<file path="src/rtl/gol_pkg.sv">
// Shared types and constants for the Game-of-Life row sequencer.
// Optional toroidal wrap is selected with the GOL_WRAP_EN macro.
package gol_pkg;

    typedef enum logic [2:0] {
        IDLE       = 3'd0,
        LOAD_LAST  = 3'd1,
        LOAD_FIRST = 3'd2,
        SWEEP      = 3'd3,
        DONE       = 3'd4
    } golState_e;

    // Eight neighbours at most, so four bits always suffice.
    localparam int CNT_W       = 4;
    localparam int GENBITS_DEF = 16;

    function automatic logic cellNext(input logic alive, input logic [CNT_W-1:0] count);
        return (count == CNT_W'(3)) || (alive && (count == CNT_W'(2)));
    endfunction

endpackage

</file>
<file path="src/rtl/gol_sequencer_if.sv">
// Control and row-register-file bus of the Game-of-Life sequencer.
// The slave modport is the sequencer side; master is the requester/register-file side.
interface gol_sequencer_if
    import gol_pkg::*;
#(
    parameter int WIDTH   = 8,
    parameter int REGBITS = 3,
    parameter int GENBITS = GENBITS_DEF
);

    logic               start;
    logic               run;
    logic [WIDTH-1:0]   rd;
    logic [REGBITS-1:0] ra;
    logic               regwrite;
    logic [REGBITS-1:0] wa;
    logic [WIDTH-1:0]   wd;
    logic               busy;
    logic               done;
    logic [GENBITS-1:0] gen_count;

    modport master (
        output start, run, rd,
        input  ra, regwrite, wa, wd, busy, done, gen_count
    );

    modport slave (
        input  start, run, rd,
        output ra, regwrite, wa, wd, busy, done, gen_count
    );

endinterface

</file>
<file path="src/rtl/gol_row_rule.sv">
// Combinational Life rule for one row given the rows above and below.
// Edge columns wrap around when GOL_WRAP_EN is defined, otherwise they read as dead.
module gol_row_rule
    import gol_pkg::*;
#(
    parameter int WIDTH = 8
) (
    input  logic [WIDTH-1:0] prev_i,
    input  logic [WIDTH-1:0] cur_i,
    input  logic [WIDTH-1:0] nxt_i,
    output logic [WIDTH-1:0] next_o
);

    // Extended rows: bit 0 is column -1, bit WIDTH+1 is column WIDTH.
    logic [WIDTH+1:0] prevExt;
    logic [WIDTH+1:0] curExt;
    logic [WIDTH+1:0] nxtExt;
    logic [CNT_W-1:0] count;

`ifdef GOL_WRAP_EN
    assign prevExt = {prev_i[0], prev_i, prev_i[WIDTH-1]};
    assign curExt  = {cur_i[0],  cur_i,  cur_i[WIDTH-1]};
    assign nxtExt  = {nxt_i[0],  nxt_i,  nxt_i[WIDTH-1]};
`else
    assign prevExt = {1'b0, prev_i, 1'b0};
    assign curExt  = {1'b0, cur_i,  1'b0};
    assign nxtExt  = {1'b0, nxt_i,  1'b0};
`endif

    always_comb begin
        next_o = '0;
        count  = '0;
        for (int c = 0; c < WIDTH; c++) begin
            count = CNT_W'(prevExt[c]) + CNT_W'(prevExt[c+1]) + CNT_W'(prevExt[c+2])
                  + CNT_W'(curExt[c])                        + CNT_W'(curExt[c+2])
                  + CNT_W'(nxtExt[c])  + CNT_W'(nxtExt[c+1]) + CNT_W'(nxtExt[c+2]);
            next_o[c] = cellNext(curExt[c+1], count);
        end
    end

endmodule

</file>
<file path="src/rtl/gol_sequencer.sv">
// Steps a row-stored Life grid one generation per request, rewriting rows in place.
// Define GOL_WRAP_EN for a toroidal grid; the default treats everything outside as dead.
module gol_sequencer
    import gol_pkg::*;
#(
    parameter int WIDTH   = 8,
    parameter int REGBITS = 3,
    parameter int GENBITS = GENBITS_DEF
) (
    input  logic           ph2,
    input  logic           reset,
    gol_sequencer_if.slave bus
);

    localparam logic [REGBITS-1:0] LAST_ROW = '1;

    golState_e          state_q, state_d;
    logic [WIDTH-1:0]   prev_q, prev_d;
    logic [WIDTH-1:0]   cur_q, cur_d;
    logic [REGBITS-1:0] rowIdx_q, rowIdx_d;
    logic [GENBITS-1:0] genCount_q, genCount_d;
    logic [WIDTH-1:0]   nxtRow;
    logic [WIDTH-1:0]   ruleRow;
    logic [REGBITS-1:0] raC, waC;
    logic [WIDTH-1:0]   wdC;
    logic               regwriteC, busyC, doneC;

`ifdef GOL_WRAP_EN
    // Row 0 is overwritten first, so its original value is kept for the last row's lower neighbour.
    logic [WIDTH-1:0]   row0Save_q, row0Save_d;

    assign nxtRow = (rowIdx_q == LAST_ROW) ? row0Save_q : bus.rd;
`else
    assign nxtRow = (rowIdx_q == LAST_ROW) ? '0 : bus.rd;
`endif

    gol_row_rule #(
        .WIDTH (WIDTH)
    ) uRowRule (
        .prev_i (prev_q),
        .cur_i  (cur_q),
        .nxt_i  (nxtRow),
        .next_o (ruleRow)
    );

    always_ff @(posedge ph2) begin
        if (reset) begin
            state_q    <= IDLE;
            prev_q     <= '0;
            cur_q      <= '0;
            rowIdx_q   <= '0;
            genCount_q <= '0;
`ifdef GOL_WRAP_EN
            row0Save_q <= '0;
`endif
        end else begin
            state_q    <= state_d;
            prev_q     <= prev_d;
            cur_q      <= cur_d;
            rowIdx_q   <= rowIdx_d;
            genCount_q <= genCount_d;
`ifdef GOL_WRAP_EN
            row0Save_q <= row0Save_d;
`endif
        end
    end

    always_comb begin
        state_d    = state_q;
        prev_d     = prev_q;
        cur_d      = cur_q;
        rowIdx_d   = rowIdx_q;
        genCount_d = genCount_q;
`ifdef GOL_WRAP_EN
        row0Save_d = row0Save_q;
`endif
        raC        = '0;
        waC        = '0;
        wdC        = '0;
        regwriteC  = 1'b0;
        busyC      = 1'b0;
        doneC      = 1'b0;

        case (state_q)
            IDLE: begin
                if (bus.start || bus.run) begin
                    state_d = LOAD_LAST;
                end
            end
            LOAD_LAST: begin
                busyC   = 1'b1;
                raC     = LAST_ROW;
`ifdef GOL_WRAP_EN
                prev_d  = bus.rd;
`else
                prev_d  = '0;
`endif
                state_d = LOAD_FIRST;
            end
            LOAD_FIRST: begin
                busyC      = 1'b1;
                raC        = '0;
                cur_d      = bus.rd;
`ifdef GOL_WRAP_EN
                row0Save_d = bus.rd;
`endif
                rowIdx_d   = '0;
                state_d    = SWEEP;
            end
            // Reading row r+1 while writing row r keeps the read and write ports apart.
            SWEEP: begin
                busyC     = 1'b1;
                raC       = rowIdx_q + 1'b1;
                regwriteC = 1'b1;
                waC       = rowIdx_q;
                wdC       = ruleRow;
                prev_d    = cur_q;
                cur_d     = nxtRow;
                rowIdx_d  = rowIdx_q + 1'b1;
                if (rowIdx_q == LAST_ROW) begin
                    state_d = DONE;
                end
            end
            DONE: begin
                doneC      = 1'b1;
                genCount_d = genCount_q + 1'b1;
                state_d    = bus.run ? LOAD_LAST : IDLE;
            end
            default: begin
                state_d = IDLE;
            end
        endcase
    end

    // Reset masks the strobes in its own cycle so an aborted sweep commits no further row.
    assign bus.ra        = raC;
    assign bus.wa        = waC;
    assign bus.wd        = wdC;
    assign bus.regwrite  = regwriteC & ~reset;
    assign bus.busy      = busyC & ~reset;
    assign bus.done      = doneC & ~reset;
    assign bus.gen_count = genCount_q;

endmodule
</file>
<file path="src/flat_wrapper.sv">
// flat-port wrapper written by rule: the top's interface ports become plain ports
module gol_sequencer_flat import gol_pkg::*;
#(
    parameter int WIDTH   = 8,
    parameter int REGBITS = 3,
    parameter int GENBITS = GENBITS_DEF
)
  (ph2, reset, bus_start, bus_run, bus_rd, bus_ra, bus_regwrite, bus_wa, bus_wd, bus_busy, bus_done, bus_gen_count);
  gol_sequencer_if #(.WIDTH(WIDTH), .REGBITS(REGBITS), .GENBITS(GENBITS)) bus_i ();
  input  logic ph2;
  input  logic reset;
  input wire logic [$bits(bus_i.start)-1:0] bus_start;
  input wire logic [$bits(bus_i.run)-1:0] bus_run;
  input wire logic [$bits(bus_i.rd)-1:0] bus_rd;
  output wire logic [$bits(bus_i.ra)-1:0] bus_ra;
  output wire logic [$bits(bus_i.regwrite)-1:0] bus_regwrite;
  output wire logic [$bits(bus_i.wa)-1:0] bus_wa;
  output wire logic [$bits(bus_i.wd)-1:0] bus_wd;
  output wire logic [$bits(bus_i.busy)-1:0] bus_busy;
  output wire logic [$bits(bus_i.done)-1:0] bus_done;
  output wire logic [$bits(bus_i.gen_count)-1:0] bus_gen_count;
  assign bus_i.start = bus_start;
  assign bus_i.run = bus_run;
  assign bus_i.rd = bus_rd;
  assign bus_ra = bus_i.ra;
  assign bus_regwrite = bus_i.regwrite;
  assign bus_wa = bus_i.wa;
  assign bus_wd = bus_i.wd;
  assign bus_busy = bus_i.busy;
  assign bus_done = bus_i.done;
  assign bus_gen_count = bus_i.gen_count;
  gol_sequencer #(.WIDTH(WIDTH), .REGBITS(REGBITS), .GENBITS(GENBITS)) u_core (.ph2(ph2), .reset(reset), .bus(bus_i));
endmodule
</file>
<file path="config.mk">
export PLATFORM = sky130hd
export DESIGN_NAME = gol_sequencer_flat
export DESIGN_NICKNAME = d
export VERILOG_FILES = /design/src/rtl/gol_pkg.sv /design/src/rtl/gol_sequencer_if.sv /design/src/rtl/gol_row_rule.sv /design/src/rtl/gol_sequencer.sv /design/src/flat_wrapper.sv
export SDC_FILE = /design/constraint.sdc
export NUM_CORES = 1
export LEC_CHECK = 0
export CAP_MARGIN = 0
export CORE_AREA = 2 2 55 108
export DETAILED_ROUTE_END_ITERATION = 7
export DIE_AREA = 0 0 57 110
export GPL_ROUTABILITY_DRIVEN = 0
export PLACE_DENSITY = 0.9
export SETUP_SLACK_MARGIN = 0.2
export SYNTH_ARGS = -nofsm -noshare
export SYNTH_HDL_FRONTEND = slang
export SYNTH_SLANG_ARGS = --single-unit
</file>
<file path="constraint.sdc">
create_clock -name ph2 -period 4.64 [get_ports ph2]
set_input_delay 0.464 -clock ph2 [delete_from_list [all_inputs] [get_ports ph2]]
set_output_delay 0.464 -clock ph2 [all_outputs]
set_load 0.1 [all_outputs]
</file>
After elaboration in Yosys (flattened, before gate mapping)
Index checks and enable logic that the tools add are counted.
{"block": "word_totals", "ff_bits": 38, "in_bits": 12, "out_inout_bits": 33, "elab_cells": 119}
{"block": "op_classes", "n_addsub": 51, "n_eq_ne": 23, "n_mux": 14, "bitwise": 4, "reduce_logical": 22}
{"cell": "4-bit by 1-bit adder with 4-bit output", "n": 28}
{"cell": "4-bit by 2-bit == test with 1-bit output (second input constant)", "n": 16}
{"cell": "8-bit case mux with 2 select lines", "n": 2}
{"cell": "3-bit by 1-bit adder with 4-bit output", "n": 7}
{"cell": "2-bit by 1-bit adder with 3-bit output", "n": 7}
{"cell": "16-bit by 1-bit adder with 16-bit output (second input constant)", "n": 1}
{"cell": "8-bit two-way mux", "n": 2}
{"cell": "3-bit case mux with 5 select lines", "n": 1}
{"cell": "1-bit by 1-bit adder with 2-bit output", "n": 7}
{"cell": "3-bit case mux with 2 select lines", "n": 2}
{"cell": "1-bit logical OR", "n": 9}
{"cell": "3-bit two-way mux", "n": 3}
{"cell": "1-bit logical AND", "n": 8}
{"cell": "3-bit by 2-bit == test with 1-bit output (second input constant)", "n": 2}
{"cell": "3-bit == test (second input constant)", "n": 2}
{"cell": "1-bit two-way mux", "n": 4}
{"cell": "2-bit by 1-bit inequality test with 1-bit output (second input constant)", "n": 2}
{"cell": "2-bit nonzero test", "n": 2}
{"cell": "3-bit by 1-bit adder with 3-bit output (second input constant)", "n": 1}
{"cell": "1-bit AND", "n": 3}
{"cell": "3-bit by 1-bit == test with 1-bit output (second input constant)", "n": 1}
{"cell": "3-bit zero test", "n": 1}
{"cell": "3-bit OR reduction", "n": 1}
{"cell": "2-bit AND reduction", "n": 1}
{"cell": "1-bit inverter", "n": 1}

Logic depth before layout (Yosys ltp)
Gate-level depths: netlist (run 1).
{"block": "logic_depth", "depth_word": 11, "depth_mapped": 15, "ltp_nobuf": 14}

By module
From an unflattened synthesis (run 1), not the netlist that was laid out.
{"block": "unflattened", "cells_unflattened": 338, "hier_area_um2": 2889.0}
{"module": "gol_sequencer", "n_inst": 1, "cells_per_inst": 205, "area_each_um2": 1700.4, "seq_area_each_um2": 760.7}
{"module": "gol_row_rule", "n_inst": 1, "cells_per_inst": 133, "area_each_um2": 1188.6, "seq_area_each_um2": 0.0}

Least setup slack after synthesis (run 1)
Ideal clock, no wire load.
{"block": "synth_timing", "path_kind": "register -> output", "startpoint": "reg u_core.rowIdx_q[0]", "endpoint": "out bus_wd[1]", "arrival_time_ns": 5.963, "t_required_ns": 4.176, "slack_ns": -1.787, "stages_incl_launch_ff": 11, "path_buffers": 1, "cell_sequence": "dfxtp_1 > ha_1 > ha_1 > clkbuf_1 > nand2b_1 > fa_1 > fa_1 > fa_1 > fa_1 > o31a_1 > nor4_1"}
{"block": "synth_between", "elab_chain_cells": 9, "word_cells_on_any_way": 10, "cone_classes": "3 x add/sub; 3 x eq/ne; 2 x mux; 2 x reduce/logical"}
{"element": "start: declaration", "line_no": "gol_sequencer.sv:20", "rtl": "logic [REGBITS-1:0] rowIdx_q, rowIdx_d;"}
{"element": "start signal: assignment", "line_no": "gol_sequencer.sv:60", "rtl": "rowIdx_q <= rowIdx_d;"}
{"element": "3-bit == test *", "line_no": "gol_sequencer.sv:34", "rtl": "assign nxtRow = (rowIdx_q == LAST_ROW) ? '0 : bus.rd;"}
{"element": "8-bit two-way mux *", "line_no": "gol_sequencer.sv:34"}
{"element": "4-bit by 1-bit adder with 4-bit output (2 in series)", "line_no": "gol_row_rule.sv:36", "rtl": "+ CNT_W'(nxtExt[c]) + CNT_W'(nxtExt[c+1]) + CNT_W'(nxtExt[c+2]);"}
{"element": "4-bit by 1-bit adder with 4-bit output *", "line_no": "gol_row_rule.sv:36"}
{"element": "4-bit by 2-bit == test with 1-bit output", "line_no": "gol_pkg.sv:18", "rtl": "return (count == CNT_W'(3)) || (alive && (count == CNT_W'(2)));"}
{"element": "1-bit logical AND", "line_no": "gol_pkg.sv:18"}
{"element": "1-bit logical OR *", "line_no": "gol_pkg.sv:18"}
{"element": "8-bit two-way mux *", "line_no": "gol_sequencer.sv:84", "rtl": "case (state_q)"}
{"element": "end: declaration", "line_no": "flat_wrapper.sv:18", "rtl": "output wire logic [$bits(bus_i.wd)-1:0] bus_wd;"}
Every way passes the cells marked *; elsewhere a longest branch is shown, timed or not.

Worst setup path after layout (run 1)
{"block": "layout_timing", "startpoint": "reg u_core.rowIdx_q[0]", "endpoint": "out bus_wd[6]"}
The elaborated chain is that of the path after synthesis.

==> out/results.ini, run 1 <==
[worst_setup_path]
arrival_ps=3880
worstSetupEndpointType=output port
crit_type=reg2out
slowest_stage=fa_2
path_buf_inv=4
slowest_delay_ps=520
path_cells=ha_4 > ha_4 > nand2b_4 > inv_1 > fa_1 > inv_1 > fa_1 > inv_1 > fa_1 > ha_2 > fa_2 > o2111a_2 > buf_12
cp_max_fo=6
setup.worst_path.start=u_core.rowIdx_q[0]$_SDFFE_PP0P_
start_kind=flip-flop
rr_startpoint=u_core.state_q[1]$_SDFFE_PP0P_
crit_family=adder cells
required_ps=4180

[clock_tree]
clockBufferDepth=2
cts-root-buf=clkbuf_8
cts_tree=built
cts_sinks=38
insertion_delay_ps=300
clk_pin_slew_ps=80
numCtsBuffers=5
h-tree-depth=2

[pwr]
max-vdd-ir-drop_mv=0.2746
cellPowerDensity_nw_per_um2=260.5
power_leakage_nw=1.627

[routing]
drtAntennaViolNets=0
route.detailed.drc=0
postRouteWirelength_microns=6986
num_vias=2492
dr.first_iter.drc_count=179
firstDrtPassIters=4
wl_per_cell_microns=15.84
viasPerCell=5.651

[run]
drv_cap=0

[placed_design]
dpl.hpwl_microns=5193
postPlaceCellArea_sq_um=3456
dpl_worst_slack_ps=153.8
numPlacedInstances=427
portBuffers=44

[min_path]
hold_start=u_core.prev_q[2]$_SDFFE_PP0P_
hold_class=reg2reg

[timing]
slew_viol_final=0
worst_pin_slew_ps=979.4
fmax_mhz=230.0
grt_setup_unrepaired=yes
clock_skew_ps=4.040
post-route-min-period_ps=4347
whs_ps=455.7
setup_viol=0
fin_crit_sh_pct=93.69
timing.final.hold_violations=0
slew-limit-headroom_pct=34.50
layout_setup_ws_ps=293.0

[global_route]
grt_pass1_vias=2614
track_usage_pct=23.87
antenna_found_initial=0
grt_max_degree=43
grt_first_pass_wirelength_microns=11750
grt_overflow=0

[layout]
fill_cells=402
finish.instance_area_sq_um=3709
final_util_pct=68.42
drive_above_1_share_pct=12.86
multi_input_area_sq_um=1974
seq_area_sq_um=763.2
areaGrowthSynthToFinish_pct=27.87
diodes=0
final_nets=443
stdcell_count=441

[synthesis]
yosysUniqueCellTypes=38
synthTopCellsByCount=inv_1, dfxtp_1, nor2_1
synth.net_count=395
syn_inst=332
ys.flop_type=dfxtp_1
syn-cell-area_sq_um=2900
yosysMostFrequentCell=inv_1
ys_ff_latch=38
yosys_warnings=0
synth_area_leaders=dfxtp_1, fa_1, ha_1
synth-async-reset-ratio_pct=0
syn_area_per_cell_sq_um=8.736
synth-seq-area-share_pct=26.23
synth_top_area_share_pct=26.23
synth_edf_count=0
yosysTopAreaCell=dfxtp_1

[status]
status=finished, final reports clean

[die]
die_width_microns=57
die-area_sq_um=6270
pin_count=45
rows=38
initial_utilization_pct=53.51
core_area_sq_um=5420
chipHeight_microns=110

cell families after synthesis:
logic type,Yosys count,synth area share (%)
AND/OR/NAND/NOR,109,20.10
buffers and inverters,62,8.283
AO/OA/AOI/OAI,58,12.77
adder cells (fa/ha/maj),51,28.21
flip-flops,38,26.23
XOR/XNOR,12,3.624
multiplexers,2,0.7765
cell usage in the layout (no fill, tap or decap), types with 3 or more instances in the layout:
cell             instances
buf_12                   6
nor2b_1                  7
or3_1                    4
inv_1                   50
xnor2_1                  8
and2_1                   5
clkdlybuf4s50_1         30
ha_1                    24
dlymetal6s2s_1           4
dfxtp_1                 36
o21ai_0                  7
nand3_1                 19
clkbuf_8                 6
a21oi_1                 26
nand2b_1                 7
nor3_1                   3
fa_1                    22
a21o_1                   4
a22oi_1                 10
buf_4                   12
nor2_1                  33
nand2_1                 15
o2111a_1                 3
xor2_1                   4
through the flow:
stage / total power, mW / setup TNS [ps]
2_1_floorplan: 0.5407 / -645.3
3_3_place_gp: 0.5958 / 0
3_5_place_dp: 0.6113 / 0
4_1_cts: 0.9680 / 0
5_1_grt: 1.008 / 0
6_report: 0.9662 / 0
flip-flops by register name, indices dropped and copies added (netlist names):
| register | cells |
|---|---|
| u_core.rowIdx_q | 3 |
| u_core.cur_q | 8 |
| u_core.bus.gen_count | 16 |
| u_core.state_q | 3 |
| u_core.prev_q | 8 |
worst min-delay path, stage by stage, from the launching register on:
cell and delay, ps:
dfxtp_1 310, nand2_1 50, a21oi_1 50
where the power goes:
| group | leakage (nW) | internal, mW | total, mW | switching, mW |
|---|---|---|---|---|
| Clock | 0.0714 | 0.229 | 0.355 | 0.126 |
| Sequential | 0.309 | 0.334 | 0.350 | 0.0162 |
| Combinational | 1.25 | 0.0970 | 0.261 | 0.164 |
per-layer routing:
layer | GRT usage [%] | wire length, microns | share of wire (%) | vias up
met5 | 0 | 0 | 0 | -
met2 | 45.98 | 3974 | 57 | 76
met1 | 24.89 | 2493 | 36 | 1195
met4 | 11.63 | 265 | 3.8 | 0
li1 | - | - | - | 1197
met3 | 2.567 | 252 | 3.6 | 24
layout make-up:
| type | count | share of cell area (%) |
|---|---|---|
| multi-input combinational | 232 | 53.24 |
| sequential | 38 | 20.58 |
| inverter | 50 | 5.061 |
| tap | 60 | 2.024 |
| clock buffer | 6 | 2.227 |
| timing repair buffer | 53 | 15.25 |
| clock inverter | 2 | 1.619 |
worst paths after layout:
| kind | endpoint | slack, ps | cells past startpoint |
|---|---|---|---|
| max | bus_wd[6] | 290 | 13 |
| min | u_core.prev_q[2]$_SDFFE_PP0P_ | 460 | 2 |
| max reg2reg | u_core.cur_q[7]$_SDFFE_PP0P_ | 2140 | 4 |
| min reg2reg | u_core.prev_q[2]$_SDFFE_PP0P_ | 460 | 2 |
timing repair:
item | 4_1_cts | 5_1_grt
hold buffers | 0 | 0
resized for setup | 11 | 10
setup buffers | 5 | 1
pin swaps | 1 | 6
setup endpoints to repair | 6 | 6
No activity file was read; power rests on OpenSTA's default activity.
==> run 2, diff against run 1 <==
MAX_ROUTING_LAYER = met4   (was not set)
==> out/results.ini, run 2 (synthesized netlist as in run 1, its figures left out) <==
[placed_design]
dpl.hpwl_microns=5193  ; unchanged
portBuffers=44  ; unchanged

[pwr]
max-vdd-ir-drop_mv=0.2755  ; +0.33%
cellPowerDensity_nw_per_um2=260.6  ; about the same
power_leakage_nw=1.627  ; unchanged
power_uw=966.4  ; about the same

[min_path]
hold_class=reg2reg

[worst_setup_path]
worstSetupEndpointType=output port
crit_type=reg2out
cp_max_fo=6  ; unchanged
arrival_ps=3890  ; about the same
required_ps=4180  ; about the same
start_kind=flip-flop

[global_route]
grt_pass1_vias=2615  ; +0.038%
grt_max_degree=43  ; unchanged
grt_first_pass_wirelength_microns=11770  ; +0.18%
track_usage_pct=24.56  ; +0.69 points
grt_overflow=0  ; unchanged
antenna_found_initial=0  ; unchanged

[layout]
fill_cells=402  ; unchanged
final_util_pct=68.42  ; unchanged
drive_above_1_share_pct=12.86  ; unchanged
largest_register_ffs=16  ; unchanged
final_nets=443  ; unchanged
areaGrowthSynthToFinish_pct=27.87  ; unchanged
diodes=0  ; unchanged
mostFrequentLayoutCells=inv_1, dfxtp_1, nor2_1
layout_commonest_cell=inv_1

[clock_tree]
cts-root-buf=clkbuf_8
cts_tree=built
cts_sinks=38  ; unchanged
clk_pin_slew_ps=80  ; about the same
numCtsBuffers=5  ; unchanged
insertion_delay_ps=300  ; about the same
h-tree-depth=2  ; unchanged
clockBufferDepth=2  ; unchanged

[die]
core_area_sq_um=5420  ; unchanged
initial_utilization_pct=53.51  ; unchanged
pin_count=45  ; unchanged
rows=38  ; unchanged
chipHeight_microns=110  ; unchanged
die_width_microns=57  ; unchanged
die-area_sq_um=6270  ; unchanged

[timing]
worst_pin_slew_ps=976.6  ; -2.842 ps
post-route-min-period_ps=4350  ; +3.101 ps
slew_viol_final=0  ; unchanged
clock_skew_ps=3.526  ; -0.5135 ps
setup_viol=0  ; unchanged
fin_crit_sh_pct=93.75  ; about the same
slew-limit-headroom_pct=34.69  ; +0.19 points
whs_ps=454.6  ; -1.054 ps
timing.final.hold_violations=0  ; unchanged
grt_setup_unrepaired=yes
fmax_mhz=229.9  ; about the same

[routing]
firstDrtPassIters=4  ; unchanged
route.detailed.drc=0  ; unchanged
viasPerCell=5.692  ; +0.72%
drtAntennaViolNets=0  ; unchanged
num_vias=2510  ; +0.72%
postRouteWirelength_microns=6956  ; -0.43%
dr.first_iter.drc_count=159  ; -11%
wl_per_cell_microns=15.77  ; -0.43%

[status]
status=finished, final reports clean

[run]
drv_cap=0  ; unchanged

[run 2: cell counts in the layout (fill, tap and decap cells not counted)]
Identical to the previous run, type by type.
[run 2: cell type report]
cell class	count	area (sq um)	share of cell area [%]
timing repair buffer	53	565.5	15.25
sequential	38	763.2	20.58
multi-input combinational	232	1974	53.24
clock inverter	2	60.06	1.619
clock buffer	6	82.58	2.227
tap	60	75.07	2.024
inverter	50	187.7	5.061
[run 2: worst paths after layout]
kind,startpoint,to,slack [ps],cells past startpoint
max,u_core.rowIdx_q[0]$_SDFFE_PP0P_,bus_wd[6],290,13
min,u_core.prev_q[2]$_SDFFE_PP0P_,u_core.prev_q[2]$_SDFFE_PP0P_,450,2
max reg2reg,u_core.state_q[1]$_SDFFE_PP0P_,u_core.cur_q[6]$_SDFFE_PP0P_,2140,4
min reg2reg,u_core.prev_q[2]$_SDFFE_PP0P_,u_core.prev_q[2]$_SDFFE_PP0P_,450,2
[run 2: what timing repair did]
item / 4_1_cts / 5_1_grt
gates resized for setup: 11 / 10
hold buffers: 0 / 0
setup endpoints to repair: 6 / 6
buffers inserted: 5 / 1
pin swaps: 1 / 6
[run 2: stage by stage]
step / setup WS, ps / cells / cell area, sq um / setup TNS (ps)
3_5_place_dp: 153.8 / 427 / 3456 / 0
4_1_cts: 224.9 / 440 / 3676 / 0
2_1_floorplan: -645.3 / 332 / 2920 / -645.3
5_1_grt: 189.5 / 441 / 3709 / 0
3_3_place_gp: 266.7 / 427 / 3456 / 0
6_report: 289.9 / 441 / 3709 / 0
[run 2: worst max-delay path, stage by stage, from the launching register on]
cell	delay (ps)
dfxtp_2	390
ha_4	150
ha_4	190
nand2b_4	150
inv_1	80
fa_1	500
inv_1	50
fa_1	470
inv_1	50
fa_1	440
ha_2	200
fa_2	520
o2111a_2	230
buf_12	180
[run 2: where the power goes]
part           internal [mW]  total, mW  switching, mW
logic                 0.0970      0.261          0.164
registers              0.334      0.350         0.0163
clock network          0.229      0.355          0.125
[run 2: metal layers]
layer	vias up	part of all wire (%)	track usage (%)
met5	-	0	-
met4	0	4.0	11.63
met3	27	3.5	2.567
met2	72	57	45.98
met1	1212	36	24.96
li1	1199	-	-
==> run 3, diff against run 2 <==
--- a/constraint.sdc
+++ b/constraint.sdc
@@ -3,2 +3,2 @@
 set_output_delay 0.464 -clock ph2 [all_outputs]
-set_load 0.1 [all_outputs]
+set_load 0.02 [all_outputs]
==> out/results.ini, run 3 (synthesized netlist as in run 1, its figures left out) <==
[timing]
grt_setup_unrepaired=yes
fmax_mhz=228.4  ; -0.63%
whs_ps=463.8  ; +9.169 ps
setup_viol=0  ; unchanged
worst_pin_slew_ps=847.5  ; -129.1 ps
slew-limit-headroom_pct=43.29  ; +8.6 points
clock_skew_ps=10.38  ; +6.856 ps
fin_crit_sh_pct=94.34  ; +0.59 points
post-route-min-period_ps=4378  ; +27.45 ps
timing.final.hold_violations=0  ; unchanged
slew_viol_final=0  ; unchanged

[clock_tree]
clk_pin_slew_ps=70  ; about the same
cts_sinks=38  ; unchanged
numCtsBuffers=5  ; unchanged
insertion_delay_ps=290  ; about the same
h-tree-depth=2  ; unchanged
cts-root-buf=clkbuf_8
cts.repair.resized=11  ; unchanged
clockBufferDepth=2  ; unchanged
cts_setup_buffers=0  ; -5
hold_buffers=0  ; unchanged
cts_tree=built

[pwr]
power_uw=761.2  ; -21%
cellPowerDensity_nw_per_um2=216.5  ; -17%
max-vdd-ir-drop_mv=0.2671  ; -3.1%
power_leakage_nw=1.557  ; -4.3%

[global_route]
antenna_found_initial=0  ; unchanged
grt_overflow=0  ; unchanged
grt_pass1_vias=2572  ; -1.6%
grt_max_degree=23  ; -47%
track_usage_pct=22.60  ; -2.0 points
grt_first_pass_wirelength_microns=11100  ; -5.7%

[layout]
areaGrowthSynthToFinish_pct=21.23
layout_commonest_cell=inv_1
largest_register_ffs=16  ; unchanged
diodes=0  ; unchanged
final_nets=445  ; +0.45%
multi_input_area_sq_um=1917  ; -2.9%
seq_area_sq_um=762.0  ; -0.16%
fill_cells=465  ; +16%
mostFrequentLayoutCells=inv_1, clkdlybuf4s50_1, dfxtp_1
drive_above_1_share_pct=9.162  ; -3.7 points

[die]
rows=38  ; unchanged
chipHeight_microns=110  ; unchanged
die_width_microns=57  ; unchanged
core_area_sq_um=5420  ; unchanged
die-area_sq_um=6270  ; unchanged
pin_count=45  ; unchanged
initial_utilization_pct=53.51  ; unchanged

[placed_design]
portBuffers=44  ; unchanged
dpl.hpwl_microns=5155  ; -0.73%

[min_path]
hold_class=reg2reg

[routing]
dr.first_iter.drc_count=130  ; -18%
num_vias=2474  ; -1.4%
route.detailed.drc=0  ; unchanged
drtAntennaViolNets=0  ; unchanged
postRouteWirelength_microns=6305  ; -9.4%
viasPerCell=5.597  ; -1.7%
wl_per_cell_microns=14.26  ; -9.6%
firstDrtPassIters=4  ; unchanged

[worst_setup_path]
arrival_ps=3910  ; +20 ps
required_ps=4180  ; about the same
cp_max_fo=6  ; unchanged
start_kind=flip-flop
worstSetupEndpointType=output port
crit_type=reg2out

[status]
status=finished, final reports clean

[run]
drv_cap=0  ; unchanged

run 3: cell types whose count changed in the layout (fill, tap and decap cells not counted), moves of 3 or more:
cell	before	now
clkdlybuf4s50_1	30	37
clkbuf_2	0	4
buf_12	6	0
dlymetal6s2s_1	4	1
run 3: layout make-up:
class / count / area share [%]
flip-flops and latches: 38 / 21.67
clock inverters: 2 / 0.2847
clock buffers: 5 / 1.957
well taps: 60 / 2.135
multi-input cells: 232 / 54.52
repair buffers: 55 / 14.09
inverters: 50 / 5.338
run 3: power breakdown:
group	total [mW]	internal, mW	switching, mW
sequential	0.349	0.334	0.0151
clock	0.209	0.101	0.108
combinational	0.203	0.0903	0.113
total	0.761	0.525	0.236
run 3: per-stage QoR:
step	instances	setup TNS, ps	util (%)	setup WS [ps]	instance area, sq um
global placement	435	-76.57	63.57	-44.19	3446
detailed placement	435	-417.8	63.57	-187.0	3446
global route	442	0	64.87	69.82	3516
finish	442	0	64.87	262.4	3516
CTS	442	0	65.21	45.21	3535
floorplan	332	0	-	385.8	2900
run 3: per-layer routing:
metal	vias to the layer above	wire length [microns]	track usage, %	part of all wire [%]
li1	1195	-	-	-
met1	1189	2269	23.35	36
met2	71	3600	40.56	57
met3	19	256	3.384	4.1
met4	0	179	11.96	2.8
met5	-	0	-	0
run 3: worst paths after layout:
kind                              startpoint                       endpoint  slack, ps  cells past startpoint
max          u_core.rowIdx_q[0]$_SDFFE_PP0P_                      bus_wd[1]        260                     12
min            u_core.prev_q[2]$_SDFFE_PP0P_  u_core.prev_q[2]$_SDFFE_PP0P_        460                      2
max reg2reg   u_core.state_q[1]$_SDFFE_PP0P_   u_core.cur_q[1]$_SDFFE_PP0P_       2450                      4
min reg2reg    u_core.prev_q[2]$_SDFFE_PP0P_  u_core.prev_q[2]$_SDFFE_PP0P_        460                      2
run 3: critical path, cell delays in order, from the launching register on:
cell and delay (ps):
dfxtp_1 320, ha_2 210, ha_4 190, buf_4 160, nor2b_2 120, inv_1 70
fa_1 570, fa_1 440, fa_1 430, fa_1 420, o31a_1 290, nor4_1 220
buf_2 210
